## config.mk

```make
export PLATFORM = sky130hd
export DESIGN_NAME = comm_master_nbyte
export DESIGN_NICKNAME = d
export VERILOG_FILES = /design/src/rtl/comm_master_nbyte.sv
export SDC_FILE = /design/constraint.sdc
export NUM_CORES = 1
export LEC_CHECK = 0
export ABC_CLOCK_PERIOD_IN_PS = 2450
export CORE_MARGIN = 10
export CORE_UTILIZATION = 51
export DETAILED_ROUTE_END_ITERATION = 10
export PLACE_DENSITY = 0.79
export SETUP_SLACK_MARGIN = 0.05
export SKIP_LAST_GASP = 1
export SLEW_MARGIN = 25
export SYNTH_ARGS = -nofsm -noshare
export SYNTH_HDL_FRONTEND = slang
export SYNTH_SLANG_ARGS = --single-unit
```

## constraint.sdc

```tcl
create_clock -name clk -period 2.45 [get_ports clk]
set_input_delay 0.49 -clock clk [delete_from_list [all_inputs] [get_ports clk]]
set_output_delay 0.49 -clock clk [all_outputs]
set_load 0.01 [all_outputs]
```

## src/rtl/comm_master_nbyte.sv

```systemverilog
// -----------------------------------------------------------------------------
// comm_master_nbyte
//
// Command master that drives an external UART. It sends a CMD_BYTES-wide
// command one byte at a time, MSB byte first. It can then optionally collect
// a RESP_BYTES-wide response from the UART receiver. The response is guarded
// by an inter-byte timeout. Any receiver byte that arrives while no response
// is expected is flushed and discarded.
//
// Parameters
//   CMD_BYTES       command bytes per transaction (>=1)
//   RESP_BYTES      response bytes collected when a response is requested (>=1)
//   TIMEOUT_CYCLES  max idle cycles allowed between response bytes (>=2)
//
// Ports
//   clk, rst_n      system clock, async active-low reset
//   cmd_i           command word, sampled when snd_cmd_i is accepted in IDLE
//   snd_cmd_i       start request
//   wait_resp_i     sampled with snd_cmd_i; 1 = collect a response
//   busy_o          high whenever the FSM is not IDLE
//   trmt_o          one-cycle pulse that starts one UART byte transmission
//   tx_data_o       byte being transmitted
//   tx_done_i       UART transmitter byte complete
//   rx_rdy_i        UART receiver byte available
//   rx_data_i       received byte, valid while rx_rdy_i=1
//   clr_rdy_o       clears the receiver's rx_rdy
//   cmd_cmplt_o     one-cycle pulse after the last command byte completes
//   resp_o          assembled response, first received byte in the MSBs
//   resp_vld_o      one-cycle pulse when resp_o holds a complete response
//   timeout_o       one-cycle pulse when a response is aborted
//
// State table
//   IDLE    | waiting for snd_cmd_i
//   SEND    | trmt_o asserted for the current command byte
//   WAIT_TX | byte in flight, waiting for tx_done_i
//   RX      | collecting response bytes under the inter-byte timeout
// -----------------------------------------------------------------------------
module comm_master_nbyte #(
  parameter int CMD_BYTES      = 2,
  parameter int RESP_BYTES     = 1,
  parameter int TIMEOUT_CYCLES = 1000000
) (
  input  logic                    clk,
  input  logic                    rst_n,
  input  logic [8*CMD_BYTES-1:0]  cmd_i,
  input  logic                    snd_cmd_i,
  input  logic                    wait_resp_i,
  output logic                    busy_o,
  output logic                    trmt_o,
  output logic [7:0]              tx_data_o,
  input  logic                    tx_done_i,
  input  logic                    rx_rdy_i,
  input  logic [7:0]              rx_data_i,
  output logic                    clr_rdy_o,
  output logic                    cmd_cmplt_o,
  output logic [8*RESP_BYTES-1:0] resp_o,
  output logic                    resp_vld_o,
  output logic                    timeout_o
);

  localparam int CW  = 8 * CMD_BYTES;
  localparam int RW  = 8 * RESP_BYTES;
  localparam int BCW = (CMD_BYTES  > 1) ? $clog2(CMD_BYTES)  : 1;
  localparam int RCW = (RESP_BYTES > 1) ? $clog2(RESP_BYTES) : 1;
  localparam int TW  = $clog2(TIMEOUT_CYCLES);

  localparam logic [BCW-1:0] LAST_BYTE = BCW'(CMD_BYTES - 1);
  localparam logic [RCW-1:0] LAST_RESP = RCW'(RESP_BYTES - 1);
  localparam logic [TW-1:0]  TMO_TC    = TW'(TIMEOUT_CYCLES - 1);

  typedef enum logic [1:0] {
    IDLE    = 2'd0,
    SEND    = 2'd1,
    WAIT_TX = 2'd2,
    RX      = 2'd3
  } state_e;

  state_e         state_q, state_d;
  logic [CW-1:0]  shift_q, shift_d;
  logic           wresp_q, wresp_d;
  logic [BCW-1:0] bcnt_q, bcnt_d;
  logic [RCW-1:0] rcnt_q, rcnt_d;
  logic [TW-1:0]  tcnt_q, tcnt_d;
  logic [RW-1:0]  resp_q, resp_d;
  logic           cmplt_q, cmplt_d;
  logic           vld_q, vld_d;
  logic           tmo_q, tmo_d;

  // State and datapath registers
  always_ff @(posedge clk or negedge rst_n) begin
    if (!rst_n) begin
      state_q <= IDLE;
      shift_q <= '0;
      wresp_q <= 1'b0;
      bcnt_q  <= '0;
      rcnt_q  <= '0;
      tcnt_q  <= '0;
      resp_q  <= '0;
      cmplt_q <= 1'b0;
      vld_q   <= 1'b0;
      tmo_q   <= 1'b0;
    end else begin
      state_q <= state_d;
      shift_q <= shift_d;
      wresp_q <= wresp_d;
      bcnt_q  <= bcnt_d;
      rcnt_q  <= rcnt_d;
      tcnt_q  <= tcnt_d;
      resp_q  <= resp_d;
      cmplt_q <= cmplt_d;
      vld_q   <= vld_d;
      tmo_q   <= tmo_d;
    end
  end

  // Next-state and datapath update
  always_comb begin
    state_d = state_q;
    shift_d = shift_q;
    wresp_d = wresp_q;
    bcnt_d  = bcnt_q;
    rcnt_d  = rcnt_q;
    tcnt_d  = tcnt_q;
    resp_d  = resp_q;
    cmplt_d = 1'b0;
    vld_d   = 1'b0;
    tmo_d   = 1'b0;

    unique case (state_q)
      IDLE: begin
        if (snd_cmd_i) begin
          shift_d = cmd_i;
          wresp_d = wait_resp_i;
          bcnt_d  = '0;
          state_d = SEND;
        end
      end

      SEND: begin
        state_d = WAIT_TX;
      end

      WAIT_TX: begin
        if (tx_done_i) begin
          if (bcnt_q == LAST_BYTE) begin
            cmplt_d = 1'b1;
            if (wresp_q) begin
              rcnt_d  = '0;
              tcnt_d  = '0;
              state_d = RX;
            end else begin
              state_d = IDLE;
            end
          end else begin
            shift_d = shift_q << 8;
            bcnt_d  = bcnt_q + BCW'(1);
            state_d = SEND;
          end
        end
      end

      RX: begin
        // A byte arriving on the terminal-count cycle takes priority.
        if (rx_rdy_i) begin
          resp_d = RW'({resp_q, rx_data_i});
          rcnt_d = rcnt_q + RCW'(1);
          tcnt_d = '0;
          if (rcnt_q == LAST_RESP) begin
            vld_d   = 1'b1;
            state_d = IDLE;
          end
        end else if (tcnt_q == TMO_TC) begin
          tmo_d   = 1'b1;
          state_d = IDLE;
        end else begin
          tcnt_d = tcnt_q + TW'(1);
        end
      end

      default: begin
        state_d = IDLE;
      end
    endcase
  end

  // Outputs. clr_rdy follows rx_rdy in every state: a byte seen outside RX is
  // a stale one and gets flushed, and a byte seen in RX is consumed.
  always_comb begin
    busy_o    = (state_q != IDLE);
    trmt_o    = (state_q == SEND);
    tx_data_o = shift_q[CW-1 -: 8];
    clr_rdy_o = rx_rdy_i;
  end

  assign cmd_cmplt_o = cmplt_q;
  assign resp_o      = resp_q;
  assign resp_vld_o  = vld_q;
  assign timeout_o   = tmo_q;

endmodule

```

## Word level (Yosys, flattened, before mapping)

Cells that the tools add are included.
W data, S select, Z words.

| cells by class | value |
|---|---|
| eq/ne operators | 13 |
| $add $sub $neg | 3 |
| reduce and logical (&&, ||, !) cells | 11 |
| multiplexer cells | 36 |

Operators with widths:

| kind | number |
|---|---|
| $mux W20 | 5 |
| $mux W16 | 3 |
| $pmux W20 S2 | 1 |
| $pmux W16 S2 | 1 |
| $add A20 B1 Y20 const B | 1 |
| $eq A20 B20 Y1 const B | 1 |
| $mux W1 | 16 |
| $mux W2 | 7 |
| $ne A2 B2 Y1 const B | 6 |
| $reduce_and A5 Y1 | 2 |
| $ne A3 B3 Y1 const B | 3 |
| $pmux W2 S4 | 1 |
| $reduce_and A4 Y1 | 2 |
| $reduce_bool A2 Y1 | 3 |
| $eq A2 B2 Y1 const B | 2 |
| $pmux W1 S2 | 2 |
| $reduce_and A2 Y1 | 2 |
| $reduce_and A3 Y1 | 1 |
| $add A1 B1 Y1 const B | 2 |
| $eq A2 B1 Y1 const B | 1 |
| $logic_not A2 Y1 | 1 |

| storage, ports and cells | value |
|---|---|
| output and inout bits | 22 |
| register bits | 52 |
| logic and storage cells | 73 |

## Logic depth before layout (Yosys ltp)

| logic depth | value |
|---|---|
| word-level depth | 4 |
| mapped depth | 7 |
| depth with buffers taken out | 5 |

## Least setup slack after synthesis

OpenSTA, ideal clock, no wires.

| timing | value |
|---|---|
| path type | register to register |
| start point | register tcnt_q[0] |
| end point | register tcnt_q[4] |
| setup slack | 0.684 ns |
| data required time | 2.330 ns |
| setup time | 0.120 ns |
| stages on the path, launching flop included | 7 |
| data arrival time | 1.646 ns |
| cell sequence | dfrtp_1 > ha_1 > and2_1 > and4_2 > buf_6 > a211o_1 > a31o_2 |

| between the ends | value |
|---|---|
| word-level cells in the longest chain between the ends | 4 |
| elaborated cells on any way between the ends | 7 |
| those cells by class | add/sub: 1; eq/ne: 2; mux: 3; reduce/logical: 1 |

Ends and longest elaborated chain:

| what | line | text |
|---|---|---|
| start: declaration | 83 | `logic [TW-1:0] tcnt_q, tcnt_d;` |
| start signal: assignment | 108 | `tcnt_q <= tcnt_d;` |
| $add A20 B1 Y20 | 176 | `tcnt_d = tcnt_q + TW'(1);` |
| $mux W20 | 172 | `end else if (tcnt_q == TMO_TC) begin` |
| $mux W20 | 164 | `if (rx_rdy_i) begin` |
| $pmux W20 S2 | 129 | `unique case (state_q)` |

Parallel ways exist; a longest one is shown, timed or not. The select of a mux whose other input is x is not followed.
A chain may end at the register's enable or synchronous reset.

## Worst setup path after layout

| timing | value |
|---|---|
| start point | register state_q[0] |
| end point | output port busy_o |

| between the ends | value |
|---|---|
| word-level cells in the longest chain between the ends | 1 |

Ends and longest elaborated chain:

| what | line | text |
|---|---|---|
| start: declaration | 78 | `state_e state_q, state_d;` |
| start signal: assignment | 103 | `state_q <= state_d;` |
| $reduce_bool A2 Y1 | 189 | `busy_o = (state_q != IDLE);` |
| end: declaration | 48 | `output logic busy_o,` |

No other way between the ends.

==> flow_summary.ini <==
[status]
status = complete, no violations

[sta]
slew_headroom = 0.566
rsz0062_at_grt = false
worstMarginPinSlew_ps = 650
fin_crit_sh = 0.879
clock_skew_ps = 14.6
clock.fmax_mhz = 464
finalHoldViolCount = 0
fin_setup_tns_ps = 0
layout_min_cycle_time_ps = 2150
setup_viol = 0
drv_slew = 0

[clocking]
cts.clk_slew.worst_paths_ps = 100
cts_setup_buffers = 0
cts_tree = built
cts_hold_buf = 0
cts_resized = 0
cts_buffer_depth = 2
clkLatencyLatePin_ps = 310
htreeDepth = 2
cts_buffers = 5
cts.sinks = 52
cts_root_buffer = clkbuf_8

[min_path]
hold_class = in2async

[critical_path]
cp-start-kind = register
critPathKind = reg2out
cp.required_ps = 1960
critPathMaxFanout = 14
reg2regPathDepth = 5
end_kind = output port
cp.arrival_ps = 1660
r2r-start = tcnt_q[0]
r2r-end = tcnt_q[9]
rrSetupSlack_ps = 600

[yosys]
synth.area.top_cells = dfrtp_1, mux2i_1, nand2_1
synth_edf_count = 0
syn-num-nets = 283
yosys-top-cells-count = dfrtp_1, nand2_1, mux2i_1, o21ai_0, buf_4
yosysSeqAreaShare = 0.492
ys.flop_type = dfrtp_1
synth_area_leader_cell = dfrtp_1
post-synth-top-count-cell = dfrtp_1
avgSynthCellArea_sq_um = 10.5
ys_warn_count = 0
netlist_area_sq_um = 2650
ys_types = 48
synth_seq_cells = 52
ys_async_sr_fraction = 1.00
syn-instance-count = 252
netlist.area_leader.share = 0.492

[routing]
routed_via_density = 5.52
vias = 2033
routed_wl_um = 5720
antenna_left = 0
drtIter0Drc = 124
wire_per_inst_um = 15.6
dr.pass1.iters = 4
remaining_drc_errors = 0

[place]
place_area_sq_um = 3170
gp_congestion = 0.859
dp_hpwl_um = 4310
io_buffers = 51

[floorplan]
row_count = 26
die_h_um = 92.0
fp.dieW_um = 92.0
dieArea_sq_um = 8470
floorplan.initialDensity = 0.521
boundaryPins = 52
core_sq_um = 5070

[power_and_ir_drop]
p_leak_nw = 1.39
power.switching_w = 0.00105
ir_worst_vdd_mv = 0.624
power_density_nw_per_um2 = 926
p_sw_frac = 0.348
combinationalPowerShare = 0.411
seqPwrFrac = 0.426
power_frac_clock = 0.163
p_int_w = 0.00197

[final_layout]
drive_above_1_share = 0.128
final_nets = 328
syn2layout_area_growth_pct = 23.2
fin_area_sq_um = 3260
antenna_cells = 0

[grt]
grt_overflow = 0
grtUsageTotal = 0.141
antenna_found_initial = 0
grt_pass1_wl_um = 9940
grt_pass1_vias = 2022
grt_max_degree = 30

[flow_run]
maxCapViolations = 0
==> cells in the final DEF, fill, tap and decap left out, types with 7 or more instances in the layout <==
master           count
a211oi_1             8
a21oi_1             10
a22o_1               8
buf_4                7
clkdlybuf4s50_1     50
dfrtp_1             52
mux2_2               9
mux2i_1             16
nand2_1             28
nand2b_1             9
nand3_1             10
o21ai_0             16
==> worst max path at each step <==
| stage | slack (ps) | from | endpoint | cells past startpoint |
|---|---|---|---|---|
| floorplan | 680 | tcnt_q[0] | tcnt_q[4] | 6 |
| CTS | 290 | state_q[0] | busy_o | 2 |
| detailed placement | 230 | tx_done_i | tcnt_q[17] | 5 |
| global placement | 270 | tx_done_i | tcnt_q[17] | 5 |
| global route | 220 | state_q[0] | trmt_o | 2 |
| finish | 300 | state_q[0] | busy_o | 2 |
==> sequential cells by signal, indices dropped and copies added (netlist names), 2 cells and up <==
register and cells:
tcnt_q 20, shift_q 16, resp_o 8, state_q 2
==> metrics by stage <==
step / power (W) / std cells / worst slack (ps) / utilization / hold slack, ps
6_report: 0.00302 / 368 / 296 / 0.643 / 165
5_1_grt: 0.00324 / 368 / 224 / 0.643 / 207
4_1_cts: 0.00306 / 368 / 286 / 0.643 / 181
3_5_place_dp: 0.00256 / 360 / 230 / 0.625 / 468
3_3_place_gp: 0.00251 / 360 / 267 / 0.625 / 458
2_1_floorplan: 0.00208 / 252 / 684 / - / 194
==> cells by family after synthesis <==
kind of cell,share of synthesized area
compound gates,0.146
fa+ha+maj,0.00473
buf+inv,0.0605
flops,0.492
mux,0.0988
simple gates,0.199
==> metal layers <==
| metal | share of wire | up-vias | track usage |
|---|---|---|---|
| met5 | 0 | - | 0 |
| met4 | 0.0089 | 0 | 0.0334 |
| met3 | 0.068 | 5 | 0.0538 |
| met2 | 0.49 | 47 | 0.232 |
| met1 | 0.43 | 986 | 0.170 |
| li1 | - | 995 | - |
==> power by group through the flow <==
stage                     clock network (W)  logic [W]  registers (W)
after detailed placement                  0    0.00126        0.00130
final                              0.000493    0.00124        0.00129
after CTS                          0.000509    0.00127        0.00129
after floorplan                           0   0.000796        0.00128
after global routing               0.000543    0.00137        0.00133
after global placement                    0    0.00123        0.00128
==> final cells by class <==
cell class / instances / area, sq um
clock buffer: 5 / 68.8
clock inverter: 3 / 21.3
fill: 430 / 1810
inverter: 5 / 18.8
multi-input combinational: 174 / 1180
sequential: 52 / 1300
tap: 70 / 87.6
timing repair buffer: 59 / 578
==> worst max-delay path, cell delays in order (launching register included) <==
cell and delay [ps]:
dfrtp_1 510, or2_2 340, clkdlybuf4s50_1 490
Power figures use the tool's default switching activity.
